### src/rtl/kdf_sched_pkg.sv
// kdf_sched_pkg: shared state encoding and default datapath widths for the
// KDF scheduler and the KDF_spongent instance it feeds.
package kdf_sched_pkg;

    localparam int KDF_N           = 128;
    localparam int KDF_SALT_WIDTH  = 64;
    localparam int KDF_PSW_WIDTH   = 32;
    localparam int KDF_COUNT_WIDTH = 32;

    typedef enum logic [2:0] {
        IDLE,
        LOAD,
        RUN,
        DONE,
        ERR
    } kdf_sched_state_t;

endpackage

### src/rtl/kdf_sched_rr_arbiter.sv
// rr_arbiter: combinational round-robin picker. Returns the first set request
// at or after ptr (wrapping), as a one-hot grant plus its binary index.
module rr_arbiter #(
    parameter int NUM_REQ = 2
) (
    input  logic [NUM_REQ-1:0]         req,
    input  logic [$clog2(NUM_REQ)-1:0] ptr,
    output logic [NUM_REQ-1:0]         gnt,
    output logic [$clog2(NUM_REQ)-1:0] idx
);

    localparam int IDX_W = $clog2(NUM_REQ);
    localparam logic [IDX_W:0] NUM_REQ_W = (IDX_W + 1)'(NUM_REQ);

    // One extra bit so ptr + offset never overflows before the wrap.
    logic [IDX_W:0] cand;
    logic           found;

    // Scan requesters starting at ptr; the first hit wins.
    always_comb begin
        // NOTE: every output gets a default before the loop, otherwise paths
        // with no hit would hold the old value and infer a latch.
        gnt   = '0;
        idx   = '0;
        found = 1'b0;
        cand  = '0;
        for (int i = 0; i < NUM_REQ; i++) begin
            cand = {1'b0, ptr} + (IDX_W + 1)'(i);
            if (cand >= NUM_REQ_W) begin
                cand = cand - NUM_REQ_W;
            end
            if (!found && req[cand[IDX_W-1:0]]) begin
                found                = 1'b1;
                gnt[cand[IDX_W-1:0]] = 1'b1;
                idx                  = cand[IDX_W-1:0];
            end
        end
    end

endmodule

### src/rtl/kdf_sched.sv
// kdf_sched: round-robin scheduler sharing one KDF_spongent core between
// NUM_REQ requesters. Latches the winner's inputs, releases the core reset,
// waits for end_signal (or a watchdog timeout) and reports with a pulse.
module kdf_sched
    import kdf_sched_pkg::*;
#(
    parameter int NUM_REQ        = 2,
    parameter int N              = KDF_N,
    parameter int SALT_WIDTH     = KDF_SALT_WIDTH,
    parameter int PSW_WIDTH      = KDF_PSW_WIDTH,
    parameter int COUNT_WIDTH    = KDF_COUNT_WIDTH,
    parameter int TIMEOUT_CYCLES = 1 << 24
) (
    input  logic                           clk,
    input  logic                           rst,
    input  logic [NUM_REQ-1:0]             req_i,
    input  logic [NUM_REQ*SALT_WIDTH-1:0]  salt_i,
    input  logic [NUM_REQ*PSW_WIDTH-1:0]   psw_i,
    input  logic [NUM_REQ*COUNT_WIDTH-1:0] count_i,
    output logic [NUM_REQ-1:0]             grant_o,
    output logic                           done_o,
    output logic                           err_o,
    output logic [N-1:0]                   key_o,
    output logic                           busy_o,
    output logic                           core_rst_o,
    output logic [SALT_WIDTH-1:0]          core_salt_o,
    output logic [PSW_WIDTH-1:0]           core_psw_o,
    output logic [COUNT_WIDTH-1:0]         core_count_o,
    input  logic                           core_end_i,
    input  logic [N-1:0]                   core_key_i
);

    localparam int IDX_W = $clog2(NUM_REQ);
    // A disabled watchdog still needs a legal one-bit counter.
    localparam int WD_W  = (TIMEOUT_CYCLES > 0) ? $clog2(TIMEOUT_CYCLES + 1) : 1;
    localparam logic [WD_W-1:0]  WD_LIMIT = WD_W'(TIMEOUT_CYCLES);
    localparam logic [IDX_W-1:0] LAST_IDX = IDX_W'(NUM_REQ - 1);

    kdf_sched_state_t state;
    logic [IDX_W-1:0] ptr;
    logic [IDX_W-1:0] owner_idx;
    logic [WD_W-1:0]  wd_cnt;
    logic [WD_W-1:0]  wd_inc;
    logic             timeout_hit;

    logic [NUM_REQ-1:0]     arb_gnt;
    logic [IDX_W-1:0]       arb_idx;
    logic [SALT_WIDTH-1:0]  sel_salt;
    logic [PSW_WIDTH-1:0]   sel_psw;
    logic [COUNT_WIDTH-1:0] sel_count;

    rr_arbiter #(
        .NUM_REQ (NUM_REQ)
    ) u_arb (
        .req (req_i),
        .ptr (ptr),
        .gnt (arb_gnt),
        .idx (arb_idx)
    );

    // Mux the arbitration winner's operands out of the packed input buses.
    always_comb begin
        sel_salt  = '0;
        sel_psw   = '0;
        sel_count = '0;
        for (int k = 0; k < NUM_REQ; k++) begin
            if (arb_idx == IDX_W'(k)) begin
                sel_salt  = salt_i[k*SALT_WIDTH +: SALT_WIDTH];
                sel_psw   = psw_i[k*PSW_WIDTH +: PSW_WIDTH];
                sel_count = count_i[k*COUNT_WIDTH +: COUNT_WIDTH];
            end
        end
    end

    // The watchdog value including the current RUN cycle: first RUN cycle is 1.
    always_comb begin
        wd_inc      = wd_cnt + 1'b1;
        timeout_hit = (TIMEOUT_CYCLES != 0) && (wd_inc == WD_LIMIT);
    end

    // Scheduler FSM with registered outputs, operand latches and watchdog.
    always_ff @(posedge clk) begin
        if (rst) begin
            // NOTE: the operand and key registers are reset too, so an aborted
            // job leaves nothing stale visible on the core or requester ports.
            state        <= IDLE;
            ptr          <= '0;
            owner_idx    <= '0;
            wd_cnt       <= '0;
            grant_o      <= '0;
            done_o       <= 1'b0;
            err_o        <= 1'b0;
            busy_o       <= 1'b0;
            key_o        <= '0;
            core_rst_o   <= 1'b1;
            core_salt_o  <= '0;
            core_psw_o   <= '0;
            core_count_o <= '0;
        end else begin
            // NOTE: non-blocking assignments so every register here samples the
            // pre-edge values, independent of statement order.
            case (state)
                IDLE: begin
                    core_rst_o <= 1'b1;
                    done_o     <= 1'b0;
                    err_o      <= 1'b0;
                    if (|req_i) begin
                        core_salt_o  <= sel_salt;
                        core_psw_o   <= sel_psw;
                        core_count_o <= sel_count;
                        grant_o      <= arb_gnt;
                        owner_idx    <= arb_idx;
                        busy_o       <= 1'b1;
                        state        <= LOAD;
                    end
                end
                LOAD: begin
                    // Core stays in reset for one cycle with stable operands.
                    wd_cnt     <= '0;
                    core_rst_o <= 1'b0;
                    state      <= RUN;
                end
                RUN: begin
                    wd_cnt <= wd_inc;
                    if (core_end_i) begin
                        key_o      <= core_key_i;
                        done_o     <= 1'b1;
                        core_rst_o <= 1'b1;
                        state      <= DONE;
                    end else if (timeout_hit) begin
                        err_o      <= 1'b1;
                        core_rst_o <= 1'b1;
                        state      <= ERR;
                    end
                end
                DONE, ERR: begin
                    // Hand priority to the requester after the current owner.
                    ptr     <= (owner_idx == LAST_IDX) ? '0 : owner_idx + 1'b1;
                    done_o  <= 1'b0;
                    err_o   <= 1'b0;
                    grant_o <= '0;
                    busy_o  <= 1'b0;
                    state   <= IDLE;
                end
                default: begin
                    core_rst_o <= 1'b1;
                    grant_o    <= '0;
                    busy_o     <= 1'b0;
                    state      <= IDLE;
                end
            endcase
        end
    end

endmodule

### config.mk
export PLATFORM = sky130hd
export DESIGN_NAME = kdf_sched
export DESIGN_NICKNAME = d
export VERILOG_FILES = /design/src/rtl/kdf_sched_pkg.sv /design/src/rtl/kdf_sched_rr_arbiter.sv /design/src/rtl/kdf_sched.sv
export SDC_FILE = /design/constraint.sdc
export NUM_CORES = 1
export LEC_CHECK = 0
export CAP_MARGIN = 20
export CORE_AREA = 2 2 252 254
export CTS_CLUSTER_DIAMETER = 100
export CTS_CLUSTER_SIZE = 28
export DETAILED_ROUTE_END_ITERATION = 7
export DIE_AREA = 0 0 254 256
export MAX_ROUTING_LAYER = met4
export PLACE_DENSITY = 0.5
export SYNTH_ARGS = -nofsm -noshare
export SYNTH_HDL_FRONTEND = slang
export SYNTH_SLANG_ARGS = --single-unit
### constraint.sdc
create_clock -name clk -period 4.3 [get_ports clk]
set_input_delay 0.86 -clock clk [delete_from_list [all_inputs] [get_ports clk]]
set_output_delay 0.86 -clock clk [all_outputs]
set_load 0.05 [all_outputs]
==> results.md, run 1 <==
- Compound-Gate Fraction of Synth Area: 17.1%
- Post-Syn Nets: 1817
- Min Hold Slack: 456 ps
- Multiplexer share of the synthesized area: 10.7%
- Startpoint class of the critical path: register
- PortBufs: 650
- Max cap viols: 0
- Top Layer Used: met4
- Initial antenna violation count: 4
- CTS Buf Count: 21
- HP Class: register to register
- Htree depth: 1
- Clock skew: 34.2 ps
- Metal1 wirelength: 20200 um
- Pre-antenna DRT Iters: 7
- Final Max Tran Viols: 0
- Post-Synth XOR/XNOR Area: 0.873%
- Via count: 12131
- Post-synthesis cell type count: 49
- CP max stage delay: 1080 ps
- Number of global-route vias before repair: 12091
- Synth top area share: 48.6%
- HPWL after DPL: 40600 um
- Tightest Pin Transition: 1010 ps
- Slowest-stage cell, CP: clkdlybuf4s50_1
- Req. time, crit path: 3440 ps
- DRC viols: 0
- Crit path capture type: output port
- Routed length per instance: 18.4 um
- Gates resized, CTS repair: 0
- WP buf/inv: 1
- Post-Route Utilization: 32.4%
- Adder-cell share of the synthesized area: 0.208%
- Core footprint: 62400 um^2
- Overall global routing resource usage: 15.9%
- Clock Tree Root: clkbuf_16
- CTS clk-pin slew, worst paths: 100 ps
- Crit path kind: register to output port
- Fmax: 0.354 GHz
- Filler Cell Count: 6561
- Rows: 92
- Die extent in y: 256 um
- Pwr dens: 414 nW/um^2
- Top-count cell post-synth: dfxtp_1
- Synth area leader: dfxtp_1
- Initial Util: 19.3%
- Die X: 254 um
- Largest family of logic cells by synthesized area: simple AND/OR/NAND/NOR gates
- I/O pins: 651
- Synth top area cells: dfxtp_1, mux2i_1, nand2_1
- Final #Nets: 2390
- Via density per instance: 4.23
- Final hold vios: 0
- Synth-to-Final Area Change: 68.0%
- First-pass GRT wire length: 76400 um
- Yosys Warn Count: 0
- Clk_lat worst skew: 570 ps
- Leak pwr: 0.00755 uW
- Fin crit period: 2830 ps
- Cell Area, Synth: 12000 um^2
- 1st-iter DRT viols: 489
- Largest net degree at the start of global routing: 97
- Tcrit/Tclk final: 65.7%
- Setup tns final: 0 ps
- Final WL: 52800 um
- Metal2 WL: 26400 um
- RSZ-0062 raised after global routing: false
- GPL Wtd Cong: 0.880
- Sequential fraction of the synthesis area: 48.6%
- Arrival time worst endpoint: 1970 ps
- Main synth FF type: dfxtp_1
- CP Max Fanout: 2
- Worst path cell trace: clkdlybuf4s50_1
- Max_slew headroom: 32.6%
- #FFs+latches synth: 292
- Antenna Nets Post-Route: 0
- Met3 wire length: 5110 um
- # setup viols final: 0
- Async S/R FF share, synth: 0%
- Die area: 65000 um^2
- CTS Hold Bufs: 0
- EDFF count, synth: 0
- Cells after Synth: 1426
- GR Overflow Total: 0
- Post-CTS Setup Inserts: 0
- Synth Area in Simple Gates: 18.5%
- Worst VDD drop: 224 uV
- CP delay by family, top: buffers and inverters
- R2R Setup Slk: 1600 ps
- CTS Sinks: 292
- Commonest cells in the netlist: dfxtp_1, nand2_1, nor2_1, a21oi_1, a211oi_1
- CTS tree: yes
- Clock buffer depth: 3
- Share of post-route cells with drive strength above 1: 3.77%
- Outcome: complete, no violations
- Syn_area_per_cell: 8.44 um^2
- Overall Power: 8370 uW
-- worst paths after layout --
kind	startpoint	to	cells past startpoint
setup reg to reg	wd_cnt[0]	core_rst_o	8
hold reg to reg	key_o[98]	key_o[98]	2
hold / removal	key_o[98]	key_o[98]	2
setup / recovery	core_salt_o[49]	core_salt_o[49]	1
-- report_power, final --
part           internal (uW)  total, uW  switching (uW)  leakage [uW]
Combinational           1080       2890            1810       0.00478
Clock                   1080       2330            1250      0.000382
Sequential              2980       3150             166       0.00239
Total                   5150       8370            3220       0.00755
-- cells by family (layout without fill, tap and decap cells) --
family                   after synthesis  in the layout
other                                  0              6
XOR/XNOR                              12             12
flip-flops                           292            292
AND/OR/NAND/NOR                      531            531
AO/OA/AOI/OAI                        332            332
adder cells (fa/ha/maj)                2              2
multiplexers                         129            129
buffers and inverters                128            716
-- sequential cells by signal (all words and copies together) (netlist names), 2 cells and up --
register / cells
core_salt_o: 64
core_count_o: 32
wd_cnt: 25
state: 3
grant_o: 2
core_psw_o: 32
key_o: 128
-- worst reg2reg max path: cells and delay by family, from the launching register on --
family,cells,cell delay (ps)
XOR/XNOR,1,180
AO/OA/AOI/OAI,1,120
adder cells (fa/ha/maj),1,300
flip-flops,1,460
AND/OR/NAND/NOR,5,1590
-- metrics by stage --
stage | cell area (um^2) | setup slack [ps] | instances
6_report | 20200 | 1470 | 2866
4_1_cts | 20200 | 1370 | 2860
5_1_grt | 20200 | 1350 | 2864
3_3_place_gp | 19400 | 1320 | 2822
2_1_floorplan | 12000 | 1960 | 1426
3_5_place_dp | 19400 | 1250 | 2822
-- area by class of cell --
class / instances / area, um^2 / share of cell area [%]
diodes: 6 / 15.0 / 0.0742
clock buffers: 23 / 543 / 2.68
clock inverters: 15 / 241 / 1.19
inverters: 4 / 15.0 / 0.0742
multi-input cells: 1006 / 5740 / 28.4
flip-flops and latches: 292 / 5850 / 28.9
well taps: 846 / 1060 / 5.23
repair buffers: 674 / 6770 / 33.5
-- placed cells by master, fill, tap and decap left out, types with 3 or more instances in the layout --
cell               n
nand3b_1           3
dfxtp_1          292
nor4_1             9
inv_1              4
nor2_1           168
and3_1             3
a21oi_1          157
a311oi_1           4
o21ai_0           16
inv_16             3
clkbuf_16         21
xnor2_1            9
nand3_1            7
and4_1             4
mux2i_1          129
xor2_1             3
inv_12             3
or3_1              4
buf_12             6
diode_2            6
a31oi_1            8
nand4_1            7
clkdlybuf4s50_1  649
a211oi_1         132
nor3_1            14
buf_4             18
a22oi_1            3
inv_8              3
nand2_1          289
-- routing by layer --
metal	global-route usage [%]	vias up
met5	-	-
met4	4.00	0
met3	5.23	47
met2	28.4	457
met1	16.6	5541
li1	-	6086
(Power assumes the default switching activity.)
==> run 2, diff against run 1 <==
--- a/config.mk
+++ b/config.mk
@@ -6,13 +6,13 @@
 export NUM_CORES = 1
 export LEC_CHECK = 0
 export CAP_MARGIN = 20
-export CORE_AREA = 2 2 252 254
+export CORE_AREA = 2 2 254 256
 export CTS_CLUSTER_DIAMETER = 100
 export CTS_CLUSTER_SIZE = 28
 export DETAILED_ROUTE_END_ITERATION = 7
-export DIE_AREA = 0 0 254 256
+export DIE_AREA = 0 0 256 258
 export MAX_ROUTING_LAYER = met4
-export PLACE_DENSITY = 0.5
+export PLACE_DENSITY = 0.49
 export SYNTH_ARGS = -nofsm -noshare
 export SYNTH_HDL_FRONTEND = slang
 export SYNTH_SLANG_ARGS = --single-unit
==> constraint.sdc (replaced) <==
create_clock -name clk -period 2.8 [get_ports clk]
set_input_delay 0.56 -clock clk [delete_from_list [all_inputs] [get_ports clk]]
set_output_delay 0.56 -clock clk [all_outputs]
set_load 0.05 [all_outputs]
==> run 2 against run 1 <==
Effect of this change: cell count up 0.94%; clock power up 36%; clock skew shrank 13 ps.
==> results.md, run 2 (synthesis gave the netlist of run 1 again) <==
- Setup tns final: 0 ps (unchanged)
- Antenna Nets Post-Route: 0 (unchanged)
- Worst VDD drop: 411 uV (+83%)
- Core footprint: 63600 um^2 (+2.0%)
- Clock Tree Root: clkbuf_16
- CP Max Fanout: 10 (+8)
- Die area: 66000 um^2 (+1.6%)
- Synth-to-Final Area Change: 69.6%
- Max cap viols: 0 (unchanged)
- CTS Hold Bufs: 0 (unchanged)
- Final #Nets: 2416 (+1.1%)
- Clock buffer depth: 3 (unchanged)
- Filler Cell Count: 6662 (+1.5%)
- Share of post-route cells with drive strength above 1: 5.16% (+1.4 points)
- Initial Util: 18.9% (-0.38 points)
- Fin crit period: 2530 ps
- Crit path kind: register to register
- Final WL: 53500 um (+1.2%)
- HPWL after DPL: 41700 um (+2.6%)
- Overall global routing resource usage: 15.9% (+0.044 points)
- Htree depth: 1 (unchanged)
- I/O pins: 651 (unchanged)
- Max_slew headroom: 48.4% (+16 points)
- Leak pwr: 0.00768 uW (+1.7%)
- GR Overflow Total: 0 (unchanged)
- 1st-iter DRT viols: 630 (+29%)
- CTS Buf Count: 18 (-14%)
- Routed length per instance: 18.5 um (+0.26%)
- Min Hold Slack: 459 ps (+3.05 ps)
- Die X: 256 um (+0.79%)
- First-pass GRT wire length: 78700 um (+3.0%)
- Pwr dens: 615 nW/um^2 (+49%)
- GPL Wtd Cong: 0.851 (-3.3%)
- Via density per instance: 4.28 (+1.2%)
- Largest reg by FF count: key_o
- Clock skew: 21.2 ps (-13.0 ps)
- Post-CTS Setup Inserts: 0 (unchanged)
- CTS clk-pin slew, worst paths: 100 ps (about the same)
- Final hold vios: 0 (unchanged)
- Most common cell after layout, fill and taps aside: clkdlybuf4s50_1
- Fmax: 0.395 GHz
- Final Max Tran Viols: 0 (unchanged)
- Biggest regs: key_o (128), core_salt_o (64)
- Rows: 93 (+1.1%)
- Startpoint class of the critical path: register
- RSZ-0062 raised after global routing: false
- Pre-antenna DRT Iters: 5 (-2)
- Tightest Pin Transition: 774 ps (-237 ps)
- Largest net degree at the start of global routing: 95 (-2.1%)
- Req. time, crit path: 3290 ps (-150 ps)
- Clk_lat worst skew: 550 ps (-20 ps)
- CTS tree: yes
- Via count: 12387 (+2.1%)
- Commonest non-fill, non-tap cells in the layout: clkdlybuf4s50_1, dfxtp_1, nand2_1
- Max reg flops: 128 (unchanged)
- DRC viols: 0 (unchanged)
- Number of global-route vias before repair: 12160 (+0.57%)
- Gates resized, CTS repair: 0 (unchanged)
- Arrival time worst endpoint: 3020 ps (+1050 ps)
- Outcome: complete, no violations
- PortBufs: 650 (unchanged)
- Die extent in y: 258 um (+0.78%)
- Crit path capture type: register
- CTS Sinks: 292 (unchanged)
- # setup viols final: 0 (unchanged)
- HP Class: register to register
- Initial antenna violation count: 5 (+1)
- Tcrit/Tclk final: 90.5%
[run 2: cell count changes in the layout (fill, tap and decap cells not counted), sizes merged, moves of 2 or more]
| cell | change |
|---|---|
| clkinv | +2 |
| clkbuf | -5 |
| inv | -5 |
| diode | -4 |
| clkdlybuf4s50 | -6 |
| buf | +35 |
[run 2: cell type report]
class | count | area (um^2) | area share, %
multi-input combinational | 1006 | 5740 | 28.1
tap | 855 | 1070 | 5.24
inverter | 4 | 15.0 | 0.0735
antenna | 2 | 5.00 | 0.0245
timing repair buffer | 703 | 7090 | 34.7
clock inverter | 13 | 205 | 1.00
sequential | 292 | 5850 | 28.6
clock buffer | 18 | 450 | 2.21
[run 2: worst max-delay path: stages (launching register included)]
cell and delay [ps]:
dfxtp_1 550, nand4_4 240, nor3_1 320, and4_1 290, xnor2_1 140, or3b_1 350, or4_1 460, o21ai_1 120
[run 2: power breakdown]
group,internal [uW],switching (uW)
combinational,1730,2820
sequential,4580,254
clock,1400,1770
[run 2: final timing paths]
path              cells after the start         end  slack [ps]       from
setup / recovery                      7  core_rst_o         270  wd_cnt[4]
hold / removal                        2   key_o[39]         460  key_o[39]
setup reg to reg                      7  core_rst_o         270  wd_cnt[4]
hold reg to reg                       2   key_o[39]         460  key_o[39]
[run 2: metal layers]
| metal | up-vias | share of wire (%) | GRT usage (%) |
|---|---|---|---|
| met5 | - | 0 | - |
| met4 | 0 | 1.8 | 2.88 |
| met3 | 41 | 7.5 | 4.61 |
| met2 | 463 | 51 | 28.2 |
| met1 | 5741 | 40 | 17.9 |
| li1 | 6142 | - | - |
[run 2: stage by stage]
step / utilization [%] / cells / power [uW] / setup slack [ps] / instance area, um^2
final: 32.1 / 2893 / 12600 / 267 / 20400
after global routing: 32.1 / 2893 / 13200 / 71.6 / 20400
after CTS: 32.1 / 2891 / 12800 / 273 / 20400
after detailed placement: 31.1 / 2860 / 9510 / 285 / 19800
after global placement: 31.1 / 2860 / 9490 / 347 / 19800
after floorplan: - / 1426 / 7480 / 456 / 12000
==> run 3, diff against run 2 <==
--- a/config.mk
+++ b/config.mk
@@ -13,6 +13,7 @@
 export DIE_AREA = 0 0 256 258
 export MAX_ROUTING_LAYER = met4
 export PLACE_DENSITY = 0.49
+export SKIP_LAST_GASP = 1
 export SYNTH_ARGS = -nofsm -noshare
 export SYNTH_HDL_FRONTEND = slang
 export SYNTH_SLANG_ARGS = --single-unit
==> results of run 3 <==
Final layout, timing and power as in run 2 (identical DEF).
